$ cat config.mk
export PLATFORM = sky130hd
export DESIGN_NAME = move_scheduler
export DESIGN_NICKNAME = d
export VERILOG_FILES = /design/src/rtl/shape_pkg.sv /design/src/rtl/move_req_latch.sv /design/src/rtl/move_scheduler.sv
export SDC_FILE = /design/constraint.sdc
export NUM_CORES = 1
export LEC_CHECK = 0
export BUFFER_PORTS_ARGS = -buffer_cell sky130_fd_sc_hd__buf_2
export CELL_PAD_IN_SITES_DETAIL_PLACEMENT = 0
export CELL_PAD_IN_SITES_GLOBAL_PLACEMENT = 1
export CORE_MARGIN = 8
export CORE_UTILIZATION = 40
export CTS_CLUSTER_DIAMETER = 30
export DETAILED_ROUTE_END_ITERATION = 8
export PLACE_DENSITY = 0.79
export SLEW_MARGIN = 20
export SYNTH_ARGS = -nofsm -noshare
export SYNTH_HDL_FRONTEND = slang
export SYNTH_SLANG_ARGS = --single-unit
$ cat constraint.sdc
create_clock -name clk -period 1.8 [get_ports clk]
set_input_delay 0.18 -clock clk [delete_from_list [all_inputs] [get_ports clk]]
set_output_delay 0.18 -clock clk [all_outputs]
set_load 0.005 [all_outputs]
$ cat src/rtl/shape_pkg.sv
// shape_pkg: shared state and move-type encodings for the move scheduler
package shape_pkg;
    typedef enum logic [1:0] {IDLE, ISSUE, WAIT, LOCK} sched_state_e;
    typedef enum logic [1:0] {MV_NONE, MV_DOWN, MV_LEFT, MV_RIGHT} move_e;
endpackage

$ cat src/rtl/move_req_latch.sv
// move_req_latch: turns a request pulse into a sticky pending flag
module move_req_latch (
    input  logic clk,
    input  logic reset_n,
    input  logic set,
    input  logic clr,
    output logic pend
);
    // A fresh request wins over a same-cycle clear so it is never lost
    always_ff @(posedge clk or negedge reset_n)
        if (!reset_n) pend <= 1'b0;
        else pend <= set | (pend & ~clr);
endmodule

$ cat src/rtl/move_scheduler.sv
// move_scheduler: serialises player/gravity moves into one strobe at a time and requests a lock on a refused drop
module move_scheduler import shape_pkg::*; #(
    parameter int DROP_CNT_W = 8
) (
    input  logic                  clk,
    input  logic                  reset_n,
    input  logic                  game_active,
    input  logic                  req_left,
    input  logic                  req_right,
    input  logic                  req_soft,
    input  logic                  gravity_tick,
    input  logic                  move_ok,
    input  logic                  lock_ack,
    output logic                  move_left,
    output logic                  move_right,
    output logic                  move_down,
    output logic                  lock_req,
    output logic                  busy,
    output logic [DROP_CNT_W-1:0] drop_rows
);
    sched_state_e state, nxt;
    move_e grant, pick;
    logic grant_soft, start, flush;
    logic pend_l, pend_r, pend_soft, pend_grav;

    move_req_latch u_grav  (.clk(clk), .reset_n(reset_n), .set(gravity_tick & game_active),
                            .clr(flush | (start & pick == MV_DOWN)), .pend(pend_grav));
    move_req_latch u_soft  (.clk(clk), .reset_n(reset_n), .set(req_soft & game_active),
                            .clr(flush | (start & pick == MV_DOWN)), .pend(pend_soft));
    move_req_latch u_left  (.clk(clk), .reset_n(reset_n), .set(req_left & game_active),
                            .clr(flush | (start & pick == MV_LEFT)), .pend(pend_l));
    move_req_latch u_right (.clk(clk), .reset_n(reset_n), .set(req_right & game_active),
                            .clr(flush | (start & pick == MV_RIGHT)), .pend(pend_r));

    // Fixed-priority grant (down > left > right) and next-state selection
    always_comb begin
        pick  = (pend_grav | pend_soft) ? MV_DOWN : pend_l ? MV_LEFT : pend_r ? MV_RIGHT : MV_NONE;
        nxt   = !game_active ? IDLE :
                state == IDLE  ? (pick != MV_NONE ? ISSUE : IDLE) :
                state == ISSUE ? WAIT :
                state == WAIT  ? ((grant == MV_DOWN && !move_ok) ? LOCK : IDLE) :
                (lock_ack ? IDLE : LOCK);
        start = state == IDLE && nxt == ISSUE;
        flush = !game_active || (state == LOCK && lock_ack);
    end

    // FSM and registered strobes; a strobe is only ever raised on entry to ISSUE
    always_ff @(posedge clk or negedge reset_n)
        if (!reset_n) begin
            state      <= IDLE;
            grant      <= MV_NONE;
            grant_soft <= 1'b0;
            move_down  <= 1'b0;
            move_left  <= 1'b0;
            move_right <= 1'b0;
            lock_req   <= 1'b0;
            busy       <= 1'b0;
        end else begin
            state      <= nxt;
            grant      <= start ? pick : grant;
            grant_soft <= start ? pend_soft : grant_soft;
            move_down  <= start && pick == MV_DOWN;
            move_left  <= start && pick == MV_LEFT;
            move_right <= start && pick == MV_RIGHT;
            lock_req   <= nxt == LOCK;
            busy       <= nxt != IDLE;
        end

    // Saturating count of soft-drop rows that the datapath accepted
    always_ff @(posedge clk or negedge reset_n)
        if (!reset_n) drop_rows <= '0;
        else if (game_active && state == WAIT && grant == MV_DOWN && grant_soft && move_ok && drop_rows != '1)
            drop_rows <= drop_rows + DROP_CNT_W'(1);
endmodule

==> results.md <==
- Status: finished, final reports clean
- Vias: 692
- CP startpoint kind: flop
- CP endpoint kind: flop
- Chip Height: 64.9 um
- PwrDens: 1020 mW/mm^2
- Seq pwr share: 0.504
- TNS Setup: 0 ps
- Switching portion of total power: 0.255
- Power share of the combinational group: 0.167
- Post-route DRC: 0
- CP max stage delay: 450 ps
- Slew Limit Fails: 0
- Ys async rst share: 1.00
- Initial antenna violation count: 0
- Commonest cells post-synth: 22 x dfrtp_1, 12 x nor2_1, 6 x nand2_1, 6 x xor2_1
- Largest net degree at the start of global routing: 23
- Sw Pwr: 303 uW
- Drt pass-1 iters: 6
- H-tree levels: 1
- Synth Net Count: 93
- Cells after Synth: 83
- Area leader, netlist: dfrtp_1
- Worst-path clk slew: 140 ps
- Crit path max-delay cell type: a311o_2
- Power Total: 1190 uW
- Clock root cell: clkbuf_4
- WS Path Type: flop to flop
- Routing usage on met3: 0.0515
- Initial Utilization: 0.428
- Vias in the first global route: 743
- GRT Util Overall: 0.103
- Ys Warns: 0
- Predominant post-synthesis flop cell: dfrtp_1
- Busiest grt layer: met2
- Mean Syn Cell Area: 11.5 um^2
- Max FO, Critical Path: 8
- Post-synth EDFFs: 0
- Worst EP arrival: 1930 ps
- Initial drt markers: 33
- Leak: 0.000633 uW
- # port buffers: 21
- GP Congestion: 0.747
- Min Tclk post-route: 1690 ps
- First-pass GRT wire length: 3440 um
- Top-count cell post-synth: dfrtp_1
- GR Layer Usage met2: 0.170
- I/O pin count: 22
- Layout Nets: 120
- FP Rows: 17
- Clock Latency Late Sink: 320 ps
- Sink Count: 22
- Num CTS Buffers: 3
- Max_cap viols: 0
- Final worst clock skew: 14.3 ps
- Clock network fraction of design power: 0.329
- Detail Route Antenna Nets: 0
- Pint: 887 uW
- Crit-path cells: ha_2, and2_4, a311o_2, nor4_4, xor2_1
- Critical Path RT: 2050 ps
- Routed length per instance: 15.0 um
- Die Width: 64.9 um
- Share of the synthesized area in the top cell type: 0.576
- Count of different cell masters after synthesis: 32
- Top cells by area, synth: dfrtp_1 58%, xor2_1 5.5%, nor2_1 4.7%, nand2_1 2.4%, nor4_4 2.2%
- HPWL Detailed: 1430 um
- Core Box Area: 0.00223 mm^2
- RSZ-0062 raised after global routing: no
- CTS tree: built
- Max VDD drop: 0.607 mV
- Hold_ws: 63.1 ps
- Final Hold Fails: 0
- Mapped cell area: 956 um^2
- Fraction of layout cells with a size suffix above 1: 0.321
- Vias per inst: 5.05
- Final Cycle Share: 0.937
- DRT Wirelength: 2050 um
- Layout area overhead: 21.7%
- Grt ovf: 0
- Type of the tightest min-delay check: primary input to flop
- Worst-case clock buffer depth: 2
- Diode count: 0
- Seq cells post-synth: 22
- Max Clk Rate: 0.593 GHz
- Setup-failing EPs final: 0
- Actual slew at the worst max-slew pin: 483 ps
- Slew HR: 0.678
- Die ar.: 0.00421 mm^2
- Fillers: 210
- Sequential area share after synthesis: 0.576
- Met1 usage: 0.117
## metal layers
| layer | wire, um | share of wire | up-vias |
|---|---|---|---|
| met5 | 0 | 0 | - |
| met3 | 151 | 0.074 | 2 |
| li1 | - | - | 336 |
| met4 | 14 | 0.0068 | 0 |
| met2 | 997 | 0.49 | 18 |
| met1 | 889 | 0.43 | 336 |
## state kept, by name, summed over array words and instances, names as in the netlist
name and flops:
u_soft.pend 1, drop_rows 8, grant 2, u_left.pend 1, move_down 1, move_left 1, u_right.pend 1, state 2
busy 1, u_grav.pend 1, move_right 1, lock_req 1, grant_soft 1
## power by group through the flow
stage,Combinational (uW),Clock [uW],Sequential (uW)
final,199,391,600
after global routing,224,420,608
after CTS,196,398,600
after detailed placement,191,0,609
after global placement,187,0,605
after floorplan,111,0,606
## worst max-delay path: cells and delay by family (launching register included)
kind | cells | cell delay, ps
xor+xnor | 1 | 160
fa+ha+maj | 1 | 200
compound gates | 1 | 450
simple gates | 2 | 380
flops | 1 | 420
## kinds of logic (layout without fill, tap and decap cells)
logic type               count (synthesis)  in the layout  synth area share
flip-flops                              22             22             0.576
buffers and inverters                    6             32            0.0340
adder cells (fa/ha/maj)                  1              1            0.0131
AND/OR/NAND/NOR                         34             34             0.202
XOR/XNOR                                 7              7            0.0641
multiplexers                             2              2            0.0275
AO/OA/AOI/OAI                           11             11            0.0838
## cell type report
cell class | count | area (um^2) | share of cell area
Sequential cell | 22 | 551 | 0.473
Multi-Input combinational cell | 55 | 377 | 0.324
Timing Repair Buffer | 25 | 138 | 0.118
Tap cell | 28 | 35.0 | 0.0301
Clock inverter | 1 | 30.0 | 0.0258
Clock buffer | 3 | 22.5 | 0.0194
Inverter | 3 | 11.3 | 0.00968
## timing repair
item	4_1_cts	5_1_grt
hold buffers	1	0
endpoints found under the setup margin	0	3
buffers inserted	0	2
hold endpoints to repair	22	0
resized for setup	0	2
## path summary, 6_finish.rpt
path	from	endpoint	slack, ps	cells past startpoint
min in group asynchronous	reset_n	state[1]$_DFF_PN0_	320	2
setup / recovery	drop_rows[0]$_DFFE_PN0P_	drop_rows[7]$_DFFE_PN0P_	110	5
setup reg to reg	drop_rows[0]$_DFFE_PN0P_	drop_rows[7]$_DFFE_PN0P_	110	5
hold / removal	req_right	u_right.pend$_DFF_PN0_	60	3
hold reg to reg	u_left.pend$_DFF_PN0_	move_right$_DFF_PN0_	510	1
max in group asynchronous	reset_n	drop_rows[1]$_DFFE_PN0P_	1130	2
## through the flow
stage / utilization / instances / area (um^2) / setup slack [ps]
CTS: 0.513 / 135 / 1140 / 16.2
floorplan: - / 83 / 956 / 130
detailed placement: 0.485 / 130 / 1080 / 54.3
global route: 0.521 / 137 / 1160 / 26.5
global placement: 0.485 / 130 / 1080 / 130
finish: 0.521 / 137 / 1160 / 113
## layout by cell type, fill, tap and decap left out, drive strengths merged, types with 3 or more instances in the layout
cell / instances
buf: 24
dfrtp: 22
nor2: 12
nand2: 6
xor2: 6
inv: 3
a21oi: 3
clkbuf: 3
and2: 3
Note: power is estimated with default switching activity, not from simulation.
